### src/rtl/ssd_pkg.sv
// Shared constants for the seven-segment scan arbiter: active-low glyphs {a..g},
// arbiter state encoding and the all-off output patterns.
package ssd_pkg;

   localparam logic [6:0] SEG_0 = 7'b0000001;
   localparam logic [6:0] SEG_1 = 7'b1001111;
   localparam logic [6:0] SEG_2 = 7'b0010010;
   localparam logic [6:0] SEG_3 = 7'b0000110;
   localparam logic [6:0] SEG_4 = 7'b1001100;
   localparam logic [6:0] SEG_5 = 7'b0100100;
   localparam logic [6:0] SEG_6 = 7'b0100000;
   localparam logic [6:0] SEG_7 = 7'b0001111;
   localparam logic [6:0] SEG_8 = 7'b0000000;
   localparam logic [6:0] SEG_9 = 7'b0000100;
   localparam logic [6:0] SEG_A = 7'b0001000;
   localparam logic [6:0] SEG_B = 7'b1100000;
   localparam logic [6:0] SEG_C = 7'b0110001;
   localparam logic [6:0] SEG_D = 7'b1000010;
   localparam logic [6:0] SEG_E = 7'b0110000;
   localparam logic [6:0] SEG_F = 7'b0111000;

   localparam logic [7:0] AN_BLANK  = 8'hFF;
   localparam logic [6:0] SEG_BLANK = 7'h7F;
   localparam logic       DP_BLANK  = 1'b1;

   typedef enum logic {
      ST_IDLE  = 1'b0,
      ST_GRANT = 1'b1
   } arb_state_t;

endpackage

### src/rtl/ssd_hex_decoder.sv
// Combinational hex nibble to active-low seven-segment pattern, ordered {a..g}.
module ssd_hex_decoder
   import ssd_pkg::*;
(
   input  logic [3:0] nibble,
   output logic [6:0] seg
);

   always_comb begin
      seg = SEG_BLANK;
      case (nibble)
         4'h0: seg = SEG_0;
         4'h1: seg = SEG_1;
         4'h2: seg = SEG_2;
         4'h3: seg = SEG_3;
         4'h4: seg = SEG_4;
         4'h5: seg = SEG_5;
         4'h6: seg = SEG_6;
         4'h7: seg = SEG_7;
         4'h8: seg = SEG_8;
         4'h9: seg = SEG_9;
         4'hA: seg = SEG_A;
         4'hB: seg = SEG_B;
         4'hC: seg = SEG_C;
         4'hD: seg = SEG_D;
         4'hE: seg = SEG_E;
         4'hF: seg = SEG_F;
         default: seg = SEG_BLANK;
      endcase
   end

endmodule

### src/rtl/ssd_scan_arbiter.sv
// Two-writer round-robin arbiter feeding a frame-coherent 8-digit multiplexed display.
// Optional build macro SSD_LEADING_ZERO_BLANK_EN blanks digits above the top nonzero nibble.
module ssd_scan_arbiter
   import ssd_pkg::*;
#(
   parameter int SCAN_DIV     = 18,
   parameter int BLANK_CYCLES = 64
) (
   input  logic        clk,
   input  logic        rst_n,
   input  logic        req_a,
   input  logic        req_b,
   input  logic [31:0] data_a,
   input  logic [31:0] data_b,
   output logic        gnt_a,
   output logic        gnt_b,
   input  logic [7:0]  digit_en,
   input  logic [7:0]  dp_mask,
   output logic [7:0]  an,
   output logic [6:0]  seg,
   output logic        dp,
   output logic        frame_tick
);

   localparam int CNT_W = SCAN_DIV + 3;
   localparam logic [SCAN_DIV-1:0] BLANK_PH = SCAN_DIV'(BLANK_CYCLES);

   arb_state_t         state;
   logic               last_b;
   logic [31:0]        shadow;
   logic [31:0]        active;
   logic [CNT_W-1:0]   cnt;
   logic [2:0]         idx;
   logic [SCAN_DIV-1:0] phase;
   logic               wrap;
   logic [3:0]         nibble;
   logic [6:0]         seg_dec;
   logic               lz_blank;
   logic               digit_on;

   assign idx    = cnt[CNT_W-1 -: 3];
   assign phase  = cnt[SCAN_DIV-1:0];
   assign wrap   = &cnt;
   assign nibble = active[{idx, 2'b00} +: 4];

   // Arbiter: a grant always costs one GRANT cycle, so writes are spaced by at least two cycles.
   always_ff @(posedge clk or negedge rst_n) begin
      if (!rst_n) begin
         state  <= ST_IDLE;
         last_b <= 1'b1;
         gnt_a  <= 1'b0;
         gnt_b  <= 1'b0;
         shadow <= '0;
      end else begin
         case (state)
            ST_IDLE: begin
               if (req_a && (!req_b || last_b)) begin
                  state  <= ST_GRANT;
                  last_b <= 1'b0;
                  gnt_a  <= 1'b1;
                  gnt_b  <= 1'b0;
                  shadow <= data_a;
               end else if (req_b) begin
                  state  <= ST_GRANT;
                  last_b <= 1'b1;
                  gnt_a  <= 1'b0;
                  gnt_b  <= 1'b1;
                  shadow <= data_b;
               end else begin
                  gnt_a <= 1'b0;
                  gnt_b <= 1'b0;
               end
            end
            ST_GRANT: begin
               state <= ST_IDLE;
               gnt_a <= 1'b0;
               gnt_b <= 1'b0;
            end
            default: begin
               state <= ST_IDLE;
               gnt_a <= 1'b0;
               gnt_b <= 1'b0;
            end
         endcase
      end
   end

   // Active copy only at the frame boundary; a same-edge grant lands one frame later.
   always_ff @(posedge clk or negedge rst_n) begin
      if (!rst_n) begin
         cnt        <= '0;
         active     <= '0;
         frame_tick <= 1'b0;
      end else begin
         cnt        <= cnt + 1'b1;
         frame_tick <= wrap;
         if (wrap) begin
            active <= shadow;
         end
      end
   end

`ifdef SSD_LEADING_ZERO_BLANK_EN
   logic [2:0] top_digit;

   always_comb begin
      top_digit = 3'd0;
      for (int k = 1; k < 8; k++) begin
         if (active[k*4 +: 4] != 4'h0) begin
            top_digit = 3'(k);
         end
      end
   end

   assign lz_blank = (idx > top_digit);
`else
   assign lz_blank = 1'b0;
`endif

   assign digit_on = (phase >= BLANK_PH) && digit_en[idx] && !lz_blank;

   ssd_hex_decoder u_dec (
      .nibble (nibble),
      .seg    (seg_dec)
   );

   always_ff @(posedge clk or negedge rst_n) begin
      if (!rst_n) begin
         an  <= AN_BLANK;
         seg <= SEG_BLANK;
         dp  <= DP_BLANK;
      end else if (digit_on) begin
         an  <= ~(8'd1 << idx);
         seg <= seg_dec;
         dp  <= ~dp_mask[idx];
      end else begin
         an  <= AN_BLANK;
         seg <= SEG_BLANK;
         dp  <= DP_BLANK;
      end
   end

endmodule

### config.mk
export PLATFORM = sky130hd
export DESIGN_NAME = ssd_scan_arbiter
export DESIGN_NICKNAME = d
export VERILOG_FILES = /design/src/rtl/ssd_pkg.sv /design/src/rtl/ssd_hex_decoder.sv /design/src/rtl/ssd_scan_arbiter.sv
export SDC_FILE = /design/constraint.sdc
export NUM_CORES = 1
export LEC_CHECK = 0
export BUFFER_PORTS_ARGS = -buffer_cell sky130_fd_sc_hd__buf_2
export CAP_MARGIN = 5
export CORE_UTILIZATION = 49
export DETAILED_ROUTE_END_ITERATION = 7
export PLACE_DENSITY = 0.72
export SLEW_MARGIN = 20
export SYNTH_ARGS = -nofsm -noshare
export SYNTH_HDL_FRONTEND = slang
export SYNTH_SLANG_ARGS = --single-unit
### constraint.sdc
create_clock -name clk -period 3.2 [get_ports clk]
set_input_delay 0.16 -clock clk [delete_from_list [all_inputs] [get_ports clk]]
set_output_delay 0.16 -clock clk [all_outputs]
set_load 0.02 [all_outputs]
==> metrics.cfg, run 1 <==
[run_status]
status=complete, no violations

[layout]
final_common_cell=buf_2
design_area_um2=5841
layout_common_cells=buf_2 (101), dfrtp_1 (89), nand2_1 (51), mux2i_1 (40), o21ai_0 (34)
drive_gt1_frac=0.3839
fillers=838
finalNonFillerCells=641
antenna_cells=0
final_core_util=0.5894
synthToLayoutAreaGrowth_pct=15.17
fin_nets=595

[timing]
fin_skew_ps=12.95
fmax_ghz=0.4037
setup_viol=0
setup_tns_ps=0
post-route-min-period_ps=2477
rsz0062_at_grt=no
worst_slack_ps=722.6
finalMaxSlewViolations=0
finalHoldViolCount=0
slew_headroom=0.4900
worst_pin_slew_ps=762.1
finalCritPeriodShare=0.7742

[detailed_routing]
finalWirelength_mm=8.918
drt-initial-drc-count=111
wire_per_inst_um=13.91
drc=0
first_pass_iters=4
vias_per_cell=5.173
vias=3316
antenna_left=0

[place]
place_ws_ps=744.9
hpwlAfterDp_mm=6.708
dpl.cell_count=624
io_buffers=102
dpl_cell_area_um2=5644
place.gp.congestion=0.7908

[critical_path]
path_max_fanout=14
endpoint_kind=flip-flop
critPathKind=flip-flop to flip-flop
crit_required_ps=3470
cp.arrival_ps=2750
startpoint_type=flip-flop

[die]
die_y_um=103.7
die_area_um2=10760
start_util=0.5117
io_pins=103
die_x_um=103.7
core_region_area_um2=9910
rows=36

[clock_tree]
clk_pin_slew_worst_paths_ps=90
cts_setup_buffers=0
clock_path_buffers=2
clock_latency_ps=360
cts_sinks=106
cts_buffers=9
clk_root_buffer_cell=clkbuf_8
htree_levels=3
tritoncts=built

[yosys]
synth_top_area_share=0.4392
ys_seq_area_frac=0.5273
synth_edf_count=0
yosys_warnings=0
async_flop_share=1.000
avgSynthCellArea_um2=12.46
synth_largest_area_cell=dfrtp_1
ys_seq_elements=106
synthCells=407
synth_area_um2=5071
syn-num-nets=499
synthFlopType=dfrtp_1
synth_area_leaders=dfrtp_1 (44%), dfstp_2 (8.8%), mux2_4 (8.6%)
yosysUniqueCellTypes=42

[global_route]
grt_pass1_vias=3299
track_usage=0.1774
grt_pass1_wl_mm=15.59
grt_max_degree=53
gr-total-overflow=0
grt_antenna_before_repair=0

[pwr]
irDropWorstVdd_v=0.0002676
power.density_nw_per_um2=430.6
power_leakage_nw=2.781

[job]
drv_cap=0

[worst_hold_path]
hold_class=input port to flip-flop

logic make-up after synthesis:
| logic type | Yosys count | synth area share |
|---|---|---|
| fa+ha+maj | 8 | 0.01974 |
| compound gates | 53 | 0.05996 |
| simple gates | 104 | 0.1034 |
| flops | 106 | 0.5273 |
| mux | 84 | 0.2159 |
| buf+inv | 33 | 0.04096 |
| xor+xnor | 19 | 0.03282 |
stage by stage:
stage               hold WS, ps  power [mW]
floorplan                -135.6       1.651
global route              48.92       2.638
CTS                       34.36       2.548
finish                    43.70       2.515
detailed placement        226.1       1.784
global placement          219.1       1.769
power by group:
part / internal (mW) / total (mW) / switching (mW) / leakage (nW)
Clock: 0.313 / 0.763 / 0.450 / 0.0972
Sequential: 1.43 / 1.49 / 0.0560 / 1.35
Combinational: 0.121 / 0.262 / 0.141 / 1.34
Total: 1.87 / 2.51 / 0.647 / 2.78
synth_stat cells, types with 2 or more instances:
| cell | count |
|---|---|
| a21oi_1 | 6 |
| a31oi_1 | 2 |
| and3_1 | 7 |
| and4_4 | 2 |
| buf_12 | 4 |
| buf_2 | 9 |
| buf_4 | 2 |
| clkbuf_1 | 9 |
| dfrtp_1 | 89 |
| dfstp_2 | 17 |
| ha_1 | 8 |
| inv_1 | 9 |
| mux2_2 | 7 |
| mux2_4 | 29 |
| mux2i_1 | 40 |
| mux4_2 | 8 |
| nand2_1 | 51 |
| nand3_1 | 13 |
| nand4_1 | 3 |
| nor2_1 | 7 |
| nor2b_1 | 3 |
| nor3_1 | 4 |
| nor4_1 | 4 |
| o21ai_0 | 36 |
| o221ai_1 | 4 |
| xnor2_1 | 15 |
| xor2_1 | 4 |
layout make-up:
class,instances,area [µm²],share of cell area
repair buffers,109,568.0,0.09726
clock inverters,6,48.80,0.008355
flip-flops and latches,106,2674,0.4578
multi-input cells,268,2212,0.3787
inverters,9,33.78,0.005784
well taps,133,166.4,0.02849
clock buffers,10,137.6,0.02356
state kept, by name, summed over array words and instances (netlist names):
| signal | count |
|---|---|
| active | 32 |
| an | 8 |
| state | 1 |
| gnt_a | 1 |
| shadow | 32 |
| dp | 1 |
| cnt | 21 |
| gnt_b | 1 |
| seg | 7 |
| last_b | 1 |
| frame_tick | 1 |
path summary, 6_finish.rpt:
| kind | from | cells after the start | endpoint | slack [ps] |
|---|---|---|---|---|
| worst min-delay path | req_a | 2 | last_b | 40 |
| worst min register to register | state | 1 | gnt_a | 460 |
| min in group asynchronous | rst_n | 2 | cnt[4] | 360 |
| worst max register to register | cnt[18] | 7 | seg[3] | 720 |
| worst max-delay path | cnt[18] | 7 | seg[3] | 720 |
| max in group asynchronous | rst_n | 3 | seg[3] | 1970 |
critical path: stages, from the launching register on:
cell,delay [ps]
dfrtp_1,690
mux4_2,580
mux2_2,340
inv_1,150
ha_1,200
o21ai_0,80
and4b_1,190
a31oi_1,160
repair_timing:
item | CTS | global route
endpoints found under the setup margin | 0 | 0
gates resized for setup | 0 | 0
hold buffers | 1 | 0
hold endpoints to repair | 48 | 0
per-layer routing:
layer	up-vias	global-route usage	part of all wire
met5	-	0	0
met4	0	0.06327	0.013
met3	11	0.02769	0.041
met2	95	0.2843	0.46
met1	1588	0.2461	0.49
li1	1622	-	-
No activity file was read; power rests on OpenSTA's default activity.
==> run 2, diff against run 1 <==
--- a/config.mk
+++ b/config.mk
@@ -5,11 +5,12 @@
 export SDC_FILE = /design/constraint.sdc
 export NUM_CORES = 1
 export LEC_CHECK = 0
+export ABC_AREA = 1
 export BUFFER_PORTS_ARGS = -buffer_cell sky130_fd_sc_hd__buf_2
 export CAP_MARGIN = 5
 export CORE_UTILIZATION = 49
 export DETAILED_ROUTE_END_ITERATION = 7
-export PLACE_DENSITY = 0.72
+export PLACE_DENSITY = 0.75
 export SLEW_MARGIN = 20
 export SYNTH_ARGS = -nofsm -noshare
 export SYNTH_HDL_FRONTEND = slang
==> constraint.sdc (replaced) <==
create_clock -name clk -period 2.2 [get_ports clk]
set_input_delay 0.11 -clock clk [delete_from_list [all_inputs] [get_ports clk]]
set_output_delay 0.11 -clock clk [all_outputs]
set_load 0.02 [all_outputs]
==> run 2 against run 1 <==
  * Setup slack lost 540 ps
  * Global-route usage up 6.2 points
  * Via count increased by 46%
  * Maximum frequency is 23% higher
  * Sequential share of layout area fell by 4.8 points
  * Utilization up 4.3 points
  * Critical path depth grew 4
  * Sequential cell count stayed put
  * Total power is 65% higher
  * Synthesized area grew 3.3%
  * Sequential power grew 53%
  * Register-to-register slack worse by 540 ps
==> metrics.cfg, run 2 <==
[run_status]
status=complete, no violations  ; unchanged

[global_route]
grt_util_met2=0.4027  ; was 0.2843
track_usage=0.2394  ; was 0.1774
gr-total-overflow=0  ; unchanged
grt_pass1_wl_mm=21.33  ; was 15.59 mm
grtUsageMet3=0.05009  ; was 0.02769
grt_antenna_before_repair=0  ; unchanged
grt_max_degree=49  ; was 53
grt_use_met1=0.3060  ; was 0.2461
grt_pass1_vias=4777  ; was 3299
top_usage_layer=met2  ; unchanged

[yosys]
synth_area_um2=5238  ; was 5071 µm²
yosysMostFrequentCell=nand2_1  ; was dfrtp_1
synthXorXnorAreaFrac=0.02676  ; was 0.03282
syn-num-nets=743  ; was 499
yosys.area_share.simple=0.3313  ; was 0.1034
synth-compound-area-share=0.05136  ; was 0.05996
synth_edf_count=0  ; unchanged
synthCells=651  ; was 407
synth_area_leaders=dfrtp_1 (43%), nand2_1 (16%), nand3_1 (9.4%)  ; was dfrtp_1 (44%), dfstp_2 (8.8%), mux2_4 (8.6%)
synthFlopType=dfrtp_1  ; unchanged
ys_seq_elements=106  ; unchanged
yosys.area_share.adder=0.01911  ; was 0.01974
synth_largest_area_cell=dfrtp_1  ; unchanged
yosysUniqueCellTypes=31  ; was 42
yosys_warnings=0  ; unchanged
synth_mux_area_frac=0  ; was 0.2159
async_flop_share=1.000  ; unchanged
avgSynthCellArea_um2=8.045  ; was 12.46 µm²
synth_top_family_by_area=simple AND/OR/NAND/NOR gates  ; was multiplexers
synth_common_cells=nand2_1 (225), nand3_1 (98), dfrtp_1 (89)  ; was dfrtp_1 (89), nand2_1 (51), mux2i_1 (40)
synth_top_area_share=0.4252  ; was 0.4392
ys_seq_area_frac=0.5105  ; was 0.5273

[layout]
final_common_cell=nand2_1  ; was buf_2
fin_nets=880  ; was 595
drive_gt1_frac=0.2005  ; was 0.3839
synthToLayoutAreaGrowth_pct=24.63  ; was 15.17%
largestRegisters=active: 32 flops, shadow: 32 flops, cnt: 21 flops  ; unchanged
fillers=877  ; was 838
layout_common_cells=nand2_1 (225), buf_2 (101), nand3_1 (98), dfrtp_1 (88), nor2_1 (64)  ; was buf_2 (101), dfrtp_1 (89), nand2_1 (51), mux2i_1 (40), o21ai_0 (34)
antenna_cells=0  ; unchanged

[timing]
slew_headroom=0.6336  ; was 0.4900
fin_skew_ps=15.11  ; was 12.95 ps
post-route-min-period_ps=2021  ; was 2477 ps
fmax_ghz=0.4948  ; was 0.4037 GHz
finalMaxSlewViolations=0  ; unchanged
setup_tns_ps=0  ; unchanged
finalHoldViolCount=0  ; unchanged
finalCritPeriodShare=0.9186  ; was 0.7742
setup_viol=0  ; unchanged
rsz0062_at_grt=no  ; unchanged
worst_pin_slew_ps=545.4  ; was 762.1 ps

[critical_path]
cp_top_family=simple AND/OR/NAND/NOR gates  ; was multiplexers
endpoint_kind=flip-flop  ; unchanged
path_max_fanout=12  ; was 14
slowest_stage=dfrtp_2  ; was dfrtp_1
critPathKind=flip-flop to flip-flop  ; unchanged
crit_path_cell_trace=inv_1, nor2_1, nand2_1, nand4_1, nand2_1, inv_1, ha_1, nand3_1, nand2_1, nand2_1, nand3_1  ; was mux4_2, mux2_2, inv_1, ha_1, o21ai_0, and4b_1, a31oi_1
cp.arrival_ps=2300  ; was 2750 ps
crit_top_cell=nand2_1
crit_required_ps=2480  ; was 3470 ps
critPathBufInv=2  ; was 1
cpPeakStageDelay_ps=490  ; was 690 ps
startpoint_type=flip-flop  ; unchanged

[clock_tree]
clk_pin_slew_worst_paths_ps=100  ; was 90 ps
cts_setup_buffers=0  ; unchanged
clk_root_buffer_cell=clkbuf_8  ; unchanged
htree_levels=3  ; unchanged
cts_sinks=106  ; unchanged
clock_latency_ps=380  ; was 360 ps
clock_path_buffers=2  ; unchanged
cts_buffers=9  ; unchanged
tritoncts=built  ; unchanged

[pwr]
power_leakage_nw=3.325  ; was 2.781 nW
finalPower_mw=4.138  ; was 2.515 mW
irDropWorstVdd_v=0.0003858  ; was 0.0002676 V
power.density_nw_per_um2=633.9  ; was 430.6 nW/µm²

[detailed_routing]
antenna_left=0  ; unchanged
drc=0  ; unchanged
drt-initial-drc-count=247  ; was 111
finalWirelength_mm=12.39  ; was 8.918 mm
vias=4835  ; was 3316
wire_per_inst_um=13.34  ; was 13.91 µm
first_pass_iters=5  ; was 4
vias_per_cell=5.205  ; was 5.173

[die]
die_x_um=105.4  ; was 103.7 µm
die_area_um2=11110  ; was 10760 µm²
start_util=0.5073  ; was 0.5117
die_y_um=105.4  ; was 103.7 µm
rows=37  ; was 36
core_region_area_um2=10320  ; was 9910 µm²
io_pins=103  ; unchanged

[job]
drv_cap=0  ; unchanged

[place]
place.gp.congestion=0.8719  ; was 0.7908
hpwlAfterDp_mm=8.410  ; was 6.708 mm
io_buffers=102  ; unchanged

[worst_hold_path]
hold_class=input port to flip-flop  ; unchanged

run 2: worst paths after layout:
check / to / slack [ps] / cells past startpoint / from
worst max-delay path: seg[3] / 180 / 11 / cnt[19]
worst min-delay path: shadow[4] / 9 / 3 / data_a[4]
worst max register to register: seg[3] / 180 / 11 / cnt[19]
worst min register to register: active[1] / 480 / 2 / active[1]
max in group asynchronous: last_b / 1300 / 3 / rst_n
min in group asynchronous: cnt[4] / 250 / 2 / rst_n
run 2: tightest hold or removal path: stages:
cell	delay (ps)
buf_2	90
nand3_1	70
a31oi_1	80
run 2: layout make-up:
class,count,area [µm²],share of cell area
clock inverter,5,60.06,0.009201
timing repair buffer,159,1095,0.1677
tap,136,170.2,0.02607
sequential,106,2675,0.4098
clock buffer,11,141.4,0.02166
multi-input combinational,477,2255,0.3454
inverter,35,131.4,0.02013
run 2: power by group:
part | internal (mW) | switching [mW] | leakage [nW]
registers | 2.16 | 0.120 | 1.32
logic | 0.281 | 0.347 | 1.91
clock network | 0.564 | 0.662 | 0.100
run 2: logic make-up (layout without fill, tap and decap cells):
family / count (synthesis) / in the layout
XOR/XNOR: 16 / 16
flip-flops: 106 / 106
AO/OA/AOI/OAI: 44 / 44
AND/OR/NAND/NOR: 409 / 409
adder cells (fa/ha/maj): 8 / 8
buffers and inverters: 68 / 210
run 2: through the flow:
stage	cell area (µm²)	instances	util	hold slack, ps	worst slack (ps)
floorplan	5238	651	-	-185.6	449.2
global placement	5867	868	0.5683	123.4	314.2
detailed placement	5867	868	0.5683	121.8	128.5
CTS	6519	929	0.6314	0.2401	107.9
global route	6528	929	0.6323	11.90	2.655
finish	6528	929	0.6323	9.217	179.0
run 2: what timing repair did:
item | in CTS | in global routing
hold endpoints to repair | 54 | 0
hold buffers | 45 | 0
endpoints found under the setup margin | 0 | 5
gates resized for setup | 0 | 5
run 2: routing by layer:
| metal | vias up | routed length (µm) |
|---|---|---|
| met5 | - | 0 |
| met4 | 0 | 224 |
| met3 | 24 | 717 |
| met2 | 165 | 6046 |
| met1 | 2264 | 5402 |
| li1 | 2382 | - |
